===== config.mk =====
export PLATFORM = sky130hd
export DESIGN_NAME = ahb_arbiter_param
export DESIGN_NICKNAME = d
export VERILOG_FILES = /design/src/rtl/ahb_params_pkg.sv /design/src/rtl/ahb_arb_prio_sel.sv /design/src/rtl/ahb_arbiter_param.sv
export SDC_FILE = /design/constraint.sdc
export NUM_CORES = 1
export LEC_CHECK = 0
export CORE_UTILIZATION = 40
export CTS_CLUSTER_DIAMETER = 60
export CTS_CLUSTER_SIZE = 25
export DETAILED_ROUTE_END_ITERATION = 8
export PLACE_DENSITY = 0.62
export SYNTH_ARGS = -nofsm -noshare
export SYNTH_HDL_FRONTEND = slang
export SYNTH_HIERARCHICAL = 1
export SYNTH_SLANG_ARGS = --single-unit

===== constraint.sdc =====
create_clock -name HCLK -period 9.3 [get_ports HCLK]
set_input_delay 2.325 -clock HCLK [delete_from_list [all_inputs] [get_ports HCLK]]
set_output_delay 2.325 -clock HCLK [all_outputs]
set_load 0.01 [all_outputs]

===== src/rtl/ahb_params_pkg.sv =====
// ahb_params_pkg: shared AHB encodings, burst length helper and arbiter state type
package ahb_params_pkg;

    typedef enum logic [1:0] {
        HTRANS_IDLE   = 2'd0,
        HTRANS_BUSY   = 2'd1,
        HTRANS_NONSEQ = 2'd2,
        HTRANS_SEQ    = 2'd3
    } htrans_t;

    typedef enum logic [2:0] {
        HBURST_SINGLE = 3'd0,
        HBURST_INCR   = 3'd1,
        HBURST_WRAP4  = 3'd2,
        HBURST_INCR4  = 3'd3,
        HBURST_WRAP8  = 3'd4,
        HBURST_INCR8  = 3'd5,
        HBURST_WRAP16 = 3'd6,
        HBURST_INCR16 = 3'd7
    } hburst_t;

    typedef enum logic [1:0] {
        HRESP_OKAY  = 2'd0,
        HRESP_ERROR = 2'd1,
        HRESP_RETRY = 2'd2,
        HRESP_SPLIT = 2'd3
    } hresp_t;

    typedef enum logic [1:0] {
        ST_ARB    = 2'd0,
        ST_BURST  = 2'd1,
        ST_LOCKED = 2'd2
    } arb_state_t;

    // Beat count of a fixed-length burst; undefined-length bursts report 0
    function automatic logic [4:0] burst_len(hburst_t b);
        return (b == HBURST_WRAP4  || b == HBURST_INCR4)  ? 5'd4 :
               (b == HBURST_WRAP8  || b == HBURST_INCR8)  ? 5'd8 :
               (b == HBURST_WRAP16 || b == HBURST_INCR16) ? 5'd16 : 5'd0;
    endfunction

endpackage


===== src/rtl/ahb_arb_prio_sel.sv =====
// ahb_arb_prio_sel: rotating priority encoder; mode=0 ignores start_idx (index 0 highest)
module ahb_arb_prio_sel #(
    parameter int N = 4,
    parameter int W = $clog2(N)
) (
    input  logic [N-1:0] req,
    input  logic [W-1:0] start_idx,
    input  logic         mode,
    output logic [N-1:0] onehot,
    output logic [W-1:0] idx
);

    // Scan from lowest to highest priority so the last hit is the winner
    always_comb begin
        int j;
        onehot = '0;
        idx    = '0;
        j      = 0;
        for (int k = N - 1; k >= 0; k--) begin
            j = k + (mode ? int'(start_idx) : 0);
            if (j >= N) j = j - N;
            if (req[j]) begin
                onehot    = '0;
                onehot[j] = 1'b1;
                idx       = W'(j);
            end
        end
    end

endmodule


===== src/rtl/ahb_arbiter_param.sv =====
// ahb_arbiter_param: N-master AHB arbiter with burst/lock protection and SPLIT masking
module ahb_arbiter_param
    import ahb_params_pkg::*;
#(
    parameter int NUM_MASTERS    = 4,
    parameter int DEFAULT_MASTER = 0,
    parameter int ARB_MODE       = 0,
    parameter int MW             = $clog2(NUM_MASTERS)
) (
    input  logic                   HCLK,
    input  logic                   HRESET,
    input  logic [NUM_MASTERS-1:0] HBUSREQ,
    input  logic [NUM_MASTERS-1:0] HLOCK,
    input  logic [1:0]             HTRANS,
    input  logic [2:0]             HBURST,
    input  logic                   HREADY,
    input  logic [1:0]             HRESP,
    input  logic [NUM_MASTERS-1:0] HSPLIT,
    output logic [NUM_MASTERS-1:0] HGRANT,
    output logic [MW-1:0]          HMASTER,
    output logic                   HMASTLOCK
);

    localparam logic [NUM_MASTERS-1:0] DEF_OH  = NUM_MASTERS'(1) << DEFAULT_MASTER;
    localparam logic [MW-1:0]          DEF_IDX = MW'(DEFAULT_MASTER);
    localparam logic [MW-1:0]          LAST    = MW'(NUM_MASTERS - 1);

    arb_state_t             state, state_nxt;
    logic [4:0]             beats_left, beats_nxt, blen;
    logic [MW-1:0]          gnt_idx, rr_ptr, sel_idx, win_idx;
    logic [NUM_MASTERS-1:0] split_mask, set_mask, eligible, sel_oh, win_oh;
    logic                   err, load, lock_cur, arb_ok, rr_upd;

    ahb_arb_prio_sel #(.N(NUM_MASTERS), .W(MW)) u_sel (
        .req       (eligible),
        .start_idx (rr_ptr),
        .mode      (ARB_MODE != 0),
        .onehot    (sel_oh),
        .idx       (sel_idx)
    );

    // Eligibility, beat accounting and the arbitration-window decision
    always_comb begin
        err       = HREADY && (HRESP != HRESP_OKAY);
        set_mask  = (err && HRESP == HRESP_SPLIT && HMASTER != DEF_IDX) ? NUM_MASTERS'(1) << HMASTER : '0;
        eligible  = HBUSREQ & ~(split_mask | set_mask);
        win_oh    = |eligible ? sel_oh : DEF_OH;
        win_idx   = |eligible ? sel_idx : DEF_IDX;
        lock_cur  = HLOCK[gnt_idx];
        blen      = burst_len(hburst_t'(HBURST));
        load      = HREADY && !err && HTRANS == HTRANS_NONSEQ && blen != 5'd0;
        beats_nxt = !HREADY ? beats_left :
                    err ? 5'd0 :
                    load ? blen - 5'd1 :
                    (HTRANS == HTRANS_SEQ && beats_left != 5'd0) ? beats_left - 5'd1 : beats_left;
        arb_ok    = HREADY && (err ||
                    (state == ST_ARB && !lock_cur) ||
                    (state == ST_BURST && beats_nxt == 5'd1) ||
                    (state == ST_LOCKED && !lock_cur));
        rr_upd    = arb_ok && (|eligible || win_idx != gnt_idx);
    end

    // Next state: errors force ARB, a new owner with HLOCK enters LOCKED, fixed bursts enter BURST
    always_comb begin
        state_nxt = state;
        if (HREADY && err)
            state_nxt = ST_ARB;
        else if (arb_ok)
            state_nxt = HLOCK[win_idx] ? ST_LOCKED : (load ? ST_BURST : ST_ARB);
    end

    // State register and burst beat counter, both frozen by wait states
    always_ff @(posedge HCLK or posedge HRESET) begin
        if (HRESET) begin
            state      <= ST_ARB;
            beats_left <= 5'd0;
        end else if (HREADY) begin
            state      <= state_nxt;
            beats_left <= beats_nxt;
        end
    end

    // Grant, round-robin pointer and address-phase owner updates
    always_ff @(posedge HCLK or posedge HRESET) begin
        if (HRESET) begin
            HGRANT    <= DEF_OH;
            gnt_idx   <= DEF_IDX;
            HMASTER   <= DEF_IDX;
            HMASTLOCK <= 1'b0;
            rr_ptr    <= '0;
        end else if (HREADY) begin
            HMASTER   <= gnt_idx;
            HMASTLOCK <= lock_cur;
            if (arb_ok) begin
                HGRANT  <= win_oh;
                gnt_idx <= win_idx;
            end
            if (rr_upd) rr_ptr <= (win_idx == LAST) ? '0 : win_idx + MW'(1);
        end
    end

    // SPLIT mask: releases act even during wait states; a same-edge set beats the release
    always_ff @(posedge HCLK or posedge HRESET) begin
        if (HRESET) split_mask <= '0;
        else        split_mask <= (split_mask & ~HSPLIT) | set_mask;
    end

endmodule


---- Word level (Yosys, flattened, before mapping) ----
Index checks and enable logic that the tools add are counted.
cells by class
  add/sub/neg operators ................... 2
  $mul .................................... 0
  divide/modulo/power cells ............... 0
  magnitude comparators ................... 2
  equal/unequal tests ..................... 12
  shift-type cells ........................ 1
  multiplexer cells ....................... 26
  bitwise operators ....................... 6
  reduce and logical (&&, ||, !) cells .... 29
operators by type and width
  cell                                                                    count
  5-bit two-way mux                                                       7
  4-bit two-way mux                                                       6
  2-bit two-way mux                                                       8
  3-bit equality test (second input constant)                             4
  1-bit logical AND                                                       12
  5-bit nonzero test                                                      2
  5-bit by 1-bit subtractor with 5-bit output (second input constant)     2
  4-bit bitwise AND                                                       2
  2-bit equality test (second input constant)                             4
  4-bit NOT                                                               2
  4-bit OR                                                                2
  3-bit by 2-bit equality test with 1-bit output (second input constant)  2
  1-bit logical OR                                                        6
  2-bit by 3-bit < comparator with 1-bit output (second input constant)   2
  2-bit nonzero test                                                      3
  5-bit by 1-bit equality test with 1-bit output (second input constant)  1
  1-bit binary-select mux with 2-bit select                               2
  2-bit AND reduction                                                     2
  4-bit OR reduction                                                      1
  1-bit by 2-bit << shifter with 4-bit output (first input constant)      1
  1-bit two-way mux                                                       3
  2-bit by 1-bit equality test with 1-bit output (second input constant)  1
  1-bit zero test                                                         2
  2-bit zero test                                                         1
storage, ports and cells
  flip-flop bits (word level) ............. 20
  bits in latches ......................... 0
  bits in writable memories ............... 0
  bits in read-only memories .............. 0
  output and inout bits ................... 7
  memories ................................ 0

---- Depth between registers and ports, before layout ----
Gate-level depths: netlist of run 1.
  word-level depth ........................ 18
  depth in mapped cells ................... 14

---- By module ----
The synthesis of run 1 kept the hierarchy.
modules (own cells, without submodules)
  module             instances  cells an instance  area each (um^2)
  ahb_arbiter_param  1          127                1,258.7
  ahb_arb_prio_sel   1          74                 496.7

---- Least setup slack after synthesis of run 1 ----
Ideal clock, no wire load.
  path kind ............................... input port to flip-flop
  from .................................... in HREADY
  to ...................................... reg state[1]
  data arrival time ....................... 5.164 ns
  required time ........................... 9.175 ns
  slack ................................... 4.012 ns
  cell stages on the path ................. 12
  path buffers ............................ 1
  cell sequence ........................... buf_4 and3_1 a311oi_1 a21bo_2 a21oi_1 nor2_1 and2_1 o22ai_1 mux4_2 mux2i_1 nor3_1 mux2_2
RTL lines
  element                                    line                     source
  from (decl)                                ahb_arbiter_param.sv:16  input logic HREADY,
  1-bit logical AND                          ahb_arbiter_param.sv:44  err = HREADY && (HRESP != HRESP_OKAY);
  1-bit logical AND (2 in a row)             ahb_arbiter_param.sv:45  set_mask = (err && HRESP == HRESP_SPLIT && HMASTER != DEF_IDX) ? NUM_MASTERS'(1) << HMASTER : '0;
  4-bit two-way mux                          ahb_arbiter_param.sv:45
  4-bit OR                                   ahb_arbiter_param.sv:46  eligible = HBUSREQ & ~(split_mask | set_mask);
  4-bit NOT                                  ahb_arbiter_param.sv:46
  4-bit bitwise AND                          ahb_arbiter_param.sv:46
  net eligible[1]                            ahb_arbiter_param.sv:31  logic [NUM_MASTERS-1:0] split_mask, set_mask, eligible, sel_oh, win_oh;
  2-bit two-way mux (2 in a row)             ahb_arb_prio_sel.sv:22   if (req[j]) begin
  net sel_idx[0]                             ahb_arbiter_param.sv:30  logic [MW-1:0] gnt_idx, rr_ptr, sel_idx, win_idx;
  2-bit two-way mux                          ahb_arbiter_param.sv:48  win_idx = |eligible ? sel_idx : DEF_IDX;
  1-bit binary-select mux with 2-bit select  ahb_arbiter_param.sv:69  state_nxt = HLOCK[win_idx] ? ST_LOCKED : (load ? ST_BURST : ST_ARB);
  1-bit two-way mux (not written as such)    ahb_arbiter_param.sv:69
  2-bit two-way mux                          ahb_arbiter_param.sv:69
  2-bit two-way mux                          ahb_arbiter_param.sv:68  else if (arb_ok)
  2-bit two-way mux                          ahb_arbiter_param.sv:66  if (HREADY && err)
  to (signal assigned)                       ahb_arbiter_param.sv:78  state <= state_nxt;
  to (decl)                                  ahb_arbiter_param.sv:28  arb_state_t state, state_nxt;
The timed path passes the listed nets, and every way through them passes these cells. The select of a mux whose other input is x is not followed.
A chain may end at the register's enable or synchronous reset.

---- Worst setup path after layout of run 1 ----
Ends and elaborated chain as after synthesis.

==> results of run 1 <==
-- kinds of logic (layout without fill, tap and decap cells) --
| family | Yosys count | after routing |
|---|---|---|
| AO/OA/AOI/OAI | 52 | 52 |
| XOR/XNOR | 2 | 2 |
| adder cells (fa/ha/maj) | 3 | 3 |
| buffers and inverters | 33 | 56 |
| flip-flops | 22 | 22 |
| multiplexers | 15 | 15 |
| other | 1 | 1 |
| AND/OR/NAND/NOR | 73 | 73 |
-- registers in the layout (all words and copies together), names as in the netlist --
signal and count:
beats_left 5, split_mask 4, HMASTER 2, gnt_idx 2, HMASTLOCK 1, state 2
HGRANT 4, rr_ptr 2
-- final cells by class --
class                   instances  area (um2)
well taps                      50        62.6
flip-flops and latches         22         552
clock buffers                   4        55.1
inverters                      24        90.1
fillers                       409        2030
multi-input cells             146        1040
repair buffers                 28         278
-- path summary, 6_finish.rpt --
check                                   start            end  depth (start not counted)
worst max-delay path                   HREADY       state[1]                         13
max in group asynchronous              HRESET      rr_ptr[0]                          2
worst min register to register  split_mask[1]  split_mask[1]                          1
worst max register to register     HMASTER[1]       state[1]                         12
min in group asynchronous              HRESET  split_mask[2]                          2
worst min-delay path            split_mask[1]  split_mask[1]                          1
-- cells in the mapped netlist, types with 3 or more instances --
library cell and n:
a21oi_1 6, buf_4 3, buf_6 3, dfrtp_1 21, ha_1 3, inv_1 24
mux2i_1 10, nand2_1 22, nand2b_1 5, nand3_1 5, nand4_1 4, nor2_1 12
nor3_1 4, nor4_1 3, o21ai_0 10, o22ai_1 6, o32a_1 3
-- critical path: cells and delay by family --
kind,cells,cell delay (ns)
AO/OA/AOI/OAI,4,1.03
multiplexers,3,1.01
buffers and inverters,2,0.91
AND/OR/NAND/NOR,4,0.75
-- power breakdown --
part	total [uW]	switching (uW)	internal (uW)
Clock	67.6	29.9	37.7
Combinational	238	121	117
Sequential	156	33.6	122
Total	462	185	277
-- metrics by stage --
step                hold slack [ns]  util, %
global route                  0.513     50.6
floorplan                     0.465        -
global placement              0.474     49.2
CTS                           0.503     50.6
detailed placement            0.486     49.2
finish                        0.499     50.6
-- metal layers --
| metal | track usage [%] | up-vias | wire length, um |
|---|---|---|---|
| li1 | - | 781 | - |
| met1 | 27.3 | 724 | 2030 |
| met2 | 29.0 | 45 | 1710 |
| met3 | 3.67 | 2 | 236 |
| met4 | 3.13 | 0 | 19 |
| met5 | 0 | - | 0 |
==> flow_metrics.py, run 1 <==
metrics = {
    "synthesis": {
        "async_flop_share_pct": 100,
        "synth_flop_cell": "dfrtp_1",
        "synth-xor-area-share_pct": 0.998,
        "ys_ff_latch": 22,
        "avgSynthCellArea_um2": 8.73,
        "synthDominantCellAreaShare_pct": 29.9,
        "synth_warnings": 6,
        "ys_top_cells_by_area": "dfrtp_1 30%, mux2i_1 5.7%, inv_1 5.1%",
        "synth_compound_area_share_pct": 22.9,
        "synth_area_leader_cell": "dfrtp_1",
        "muxShareOfSynthArea_pct": 10.4,
        "synthCells": 201,
        "synth_top_family_by_area": "compound AO/OA/AOI/OAI gates",
        "synth_fp_nets": 226,
        "yosys.cell_types.count": 60,
        "yosys.area_share.simple_pct": 22.8,
        "synth_edf_count": 0,
        "synth_fa_ha_area_share_pct": 2.14,
        "synth_area_mm2": 0.00176,
        "ys_seq_area_share_pct": 31.4,
    },
    "clocking": {
        "cts_tree": "yes",
        "numCtsBuffers": 3,
        "clock_sinks": 22,
        "postCtsHoldBufs": 0,
        "htreeDepth": 1,
        "cts_resized": 0,
        "clkLatencyLatePin_ns": 0.26,
        "clk_pin_slew_ns": 0.08,
        "postCtsSetupBuffers": 0,
        "cts-root-buf": "clkbuf_8",
        "clk_path_buf_depth": 2,
    },
    "grt": {
        "grt_max_degree": 23,
        "antenna_found_initial": 0,
        "grt_overflow": 0,
        "grt_pass1_wl_um": 6600,
        "grtUsageTotal_pct": 18.8,
        "first_global_vias": 1417,
    },
    "layout": {
        "area_growth_pct": 18.5,
        "fin_cells": 274,
        "mostFrequentLayoutCells": "27 x clkdlybuf4s50_1, 24 x inv_1, 22 x nand2_1, 21 x dfrtp_1, 12 x nor2_1",
        "diodes": 0,
        "layout.nets": 250,
        "final_layout_size_suffix_gt1_share_pct": 9.38,
        "final_common_cell": "clkdlybuf4s50_1",
        "design_area_mm2": 0.00208,
    },
    "floorplan": {
        "core_mm2": 0.00412,
        "die_w_um": 68.2,
        "pin_count": 29,
        "dieArea_mm2": 0.00466,
        "row_count": 23,
        "die_height_um": 68.2,
        "start_util_pct": 42.7,
    },
    "sta": {
        "slew_headroom_pct": 43.8,
        "fin_crit_ns": 5.86,
        "setup_viol_count_final": 0,
        "hold_viol": 0,
        "min_period_over_period_pct": 63.0,
        "tightest_slew_ns": 0.842,
        "rsz0062_at_grt": "false",
        "fmax_mhz": 171,
        "skew_ns": 0.00338,
        "tns_ns": 0,
        "finalWorstSetupSlack_ns": 3.44,
        "drv_slew": 0,
    },
    "placed_design": {
        "post-place-ws_ns": 3.17,
        "dp_cells": 270,
        "gp_congestion": 0.838,
        "hpwl_um": 3040,
        "placed_cell_area_mm2": 0.00203,
        "port_buffers": 27,
    },
    "drt": {
        "antenna_left": 0,
        "firstDrtPassIters": 4,
        "drtIter0Drc": 114,
        "post_drt_wl_per_cell_um": 14.6,
        "postRouteWirelength_um": 3990,
        "viasPerCell": 5.66,
        "dr_total_vias": 1552,
        "drc": 0,
    },
    "pwr": {
        "leakage_uw": 0.000894,
        "total_power_uw": 462,
        "powerDensity_mw_per_mm2": 222,
        "irDropWorstVdd_v": 0.000118,
    },
    "worst_setup_path": {
        "cp.arrival_ns": 6.01,
        "timing_worst_setup_path_type": "input pin to flip-flop",
        "reg2reg_slack_ns": 6.08,
        "cpPeakStageDelay_ns": 0.71,
        "cp.required_ns": 9.45,
        "path_cells": "clkdlybuf4s50_1, and3_1, a311oi_1, buf_4, a21bo_2, a21oi_1, nor2_1, and2_1, o22ai_1, mux4_2, mux2i_1, nor3_1, mux2_2",
        "cpMaxStageDelayCell": "clkdlybuf4s50_1",
        "endpoint_kind": "flip-flop",
        "crit_fanout": 17,
        "cp-start-kind": "input pin",
    },
    "status": {
        "status": "completed",
    },
    "job": {
        "max-cap-violations": 0,
    },
    "hold_path": {
        "hold_path.class": "flip-flop to flip-flop",
    },
}
No activity file was read; power rests on OpenSTA's default activity.
==> run 2, diff against run 1 <==
PLACE_DENSITY = 0.64   (was 0.62)
clock period = 4.9 ns   (was 9.3 ns; I/O delays follow)
==> flow_metrics.py, run 2 (same netlist as run 1, synthesis figures left out) <==
metrics = {
    "status": {
        "status": "completed",
    },
    "worst_setup_path": {
        "cpPeakStageDelay_ns": 0.54,
        "timing_worst_setup_path_type": "input pin to flip-flop",
        "cpMaxStageDelayCell": "mux4_2",
        "endpoint_kind": "flip-flop",
        "cp-start-kind": "input pin",
        "reg2reg_from": "HMASTER[1]",
        "cp_num_buf_inv": 1,
        "cp.required_ns": 5.05,
        "crit_fanout": 6,
        "path_cells": "clkdlybuf4s50_1, and3_1, a311oi_1, a21bo_2, a21oi_1, nor2_1, and2_1, o22ai_1, mux4_2, mux2i_1, nor3_1, mux2_2",
        "cp.arrival_ns": 4.59,
        "crit_path_start": "HRESP[1]",
        "critical_path.top_delay_family": "compound AO/OA/AOI/OAI gates",
    },
    "floorplan": {
        "die_height_um": 68.2,
        "die_w_um": 68.2,
        "pin_count": 29,
        "core_mm2": 0.00412,
        "start_util_pct": 42.7,
        "dieArea_mm2": 0.00466,
        "row_count": 23,
    },
    "pwr": {
        "powerDensity_mw_per_mm2": 421,
        "leakage_uw": 0.000923,
        "irDropWorstVdd_v": 0.000211,
        "total_power_uw": 895,
    },
    "clocking": {
        "clk_pin_slew_ns": 0.08,
        "cts-root-buf": "clkbuf_8",
        "numCtsBuffers": 3,
        "clkLatencyLatePin_ns": 0.26,
        "cts_tree": "yes",
        "htreeDepth": 1,
        "postCtsHoldBufs": 0,
        "clk_path_buf_depth": 2,
        "clock_sinks": 22,
        "postCtsSetupBuffers": 0,
        "cts_resized": 0,
    },
    "layout": {
        "reg.largest.list": "beats_left (5), HGRANT (4), split_mask (4)",
        "final_layout_size_suffix_gt1_share_pct": 11.7,
        "largest-register": "beats_left",
        "fillCellCount": 410,
        "final_common_cell": "clkdlybuf4s50_1",
        "mostFrequentLayoutCells": "27 x clkdlybuf4s50_1, 24 x inv_1, 22 x nand2_1, 21 x dfrtp_1, 12 x nor2_1",
        "layout.nets": 256,
        "diodes": 0,
        "largest_register_ff_count": 5,
        "area_growth_pct": 21.1,
    },
    "sta": {
        "hold_viol": 0,
        "slew_headroom_pct": 41.9,
        "fmax_mhz": 225,
        "drv_slew": 0,
        "tightest_slew_ns": 0.871,
        "rsz0062_at_grt": "false",
        "setup_viol_count_final": 0,
        "fin_crit_ns": 4.44,
        "min_period_over_period_pct": 90.6,
        "skew_ns": 0.00227,
        "tns_ns": 0,
    },
    "grt": {
        "grt_pass1_wl_um": 6640,
        "antenna_found_initial": 0,
        "grt_overflow": 0,
        "grt_max_degree": 23,
        "grtUsageTotal_pct": 19.2,
        "first_global_vias": 1437,
    },
    "hold_path": {
        "hold_path.class": "flip-flop to flip-flop",
        "hp-start": "split_mask[1]",
    },
    "placed_design": {
        "port_buffers": 27,
        "hpwl_um": 3100,
        "gp_congestion": 0.892,
    },
    "drt": {
        "viasPerCell": 5.69,
        "firstDrtPassIters": 4,
        "drtIter0Drc": 54,
        "postRouteWirelength_um": 4020,
        "drc": 0,
        "antenna_left": 0,
        "post_drt_wl_per_cell_um": 14.3,
        "dr_total_vias": 1593,
    },
    "job": {
        "max-cap-violations": 0,
    },
}
[run 2: cell types whose count changed in the layout (fill, tap and decap cells not counted)]
| cell | change |
|---|---|
| buf_4 | +6 |
[run 2: area by class of cell]
class | instances | area, um2 | share of cell area (%)
clock buffers | 4 | 55.1 | 2.59
repair buffers | 34 | 323 | 15.2
well taps | 50 | 62.6 | 2.94
multi-input cells | 146 | 1040 | 49.1
inverters | 24 | 90.1 | 4.24
flip-flops and latches | 22 | 552 | 26.0
[run 2: routing by layer]
layer	track usage, %	routed length [um]	vias up
met5	0	0	-
met4	7.03	34	0
li1	-	-	797
met3	2.00	120	2
met2	33.9	1990	35
met1	23.8	1870	759
[run 2: worst paths after layout]
kind,endpoint,slack [ns],depth (start not counted)
min reg2reg,split_mask[1],0.50,1
min,split_mask[1],0.50,1
min in group asynchronous,beats_left[1],1.44,2
max reg2reg,state[1],1.74,11
max,state[1],0.46,12
max in group asynchronous,HMASTLOCK,2.92,2
[run 2: report_power, final]
group          internal [uW]  switching [uW]  leakage [uW]
sequential               232            64.1      0.000286
clock                   71.6            57.2     0.0000288
combinational            237             233      0.000609
total                    540             354      0.000923
[run 2: per-stage QoR]
step	instance area (um2)	hold slack, ns	std cells	setup slack (ns)	utilization [%]
global route	2130	0.517	280	0.251	51.7
detailed placement	2070	0.488	276	0.239	50.3
CTS	2130	0.507	280	0.505	51.7
floorplan	1760	0.465	201	0.712	-
finish	2130	0.503	280	0.462	51.7
global placement	2070	0.480	276	0.262	50.3
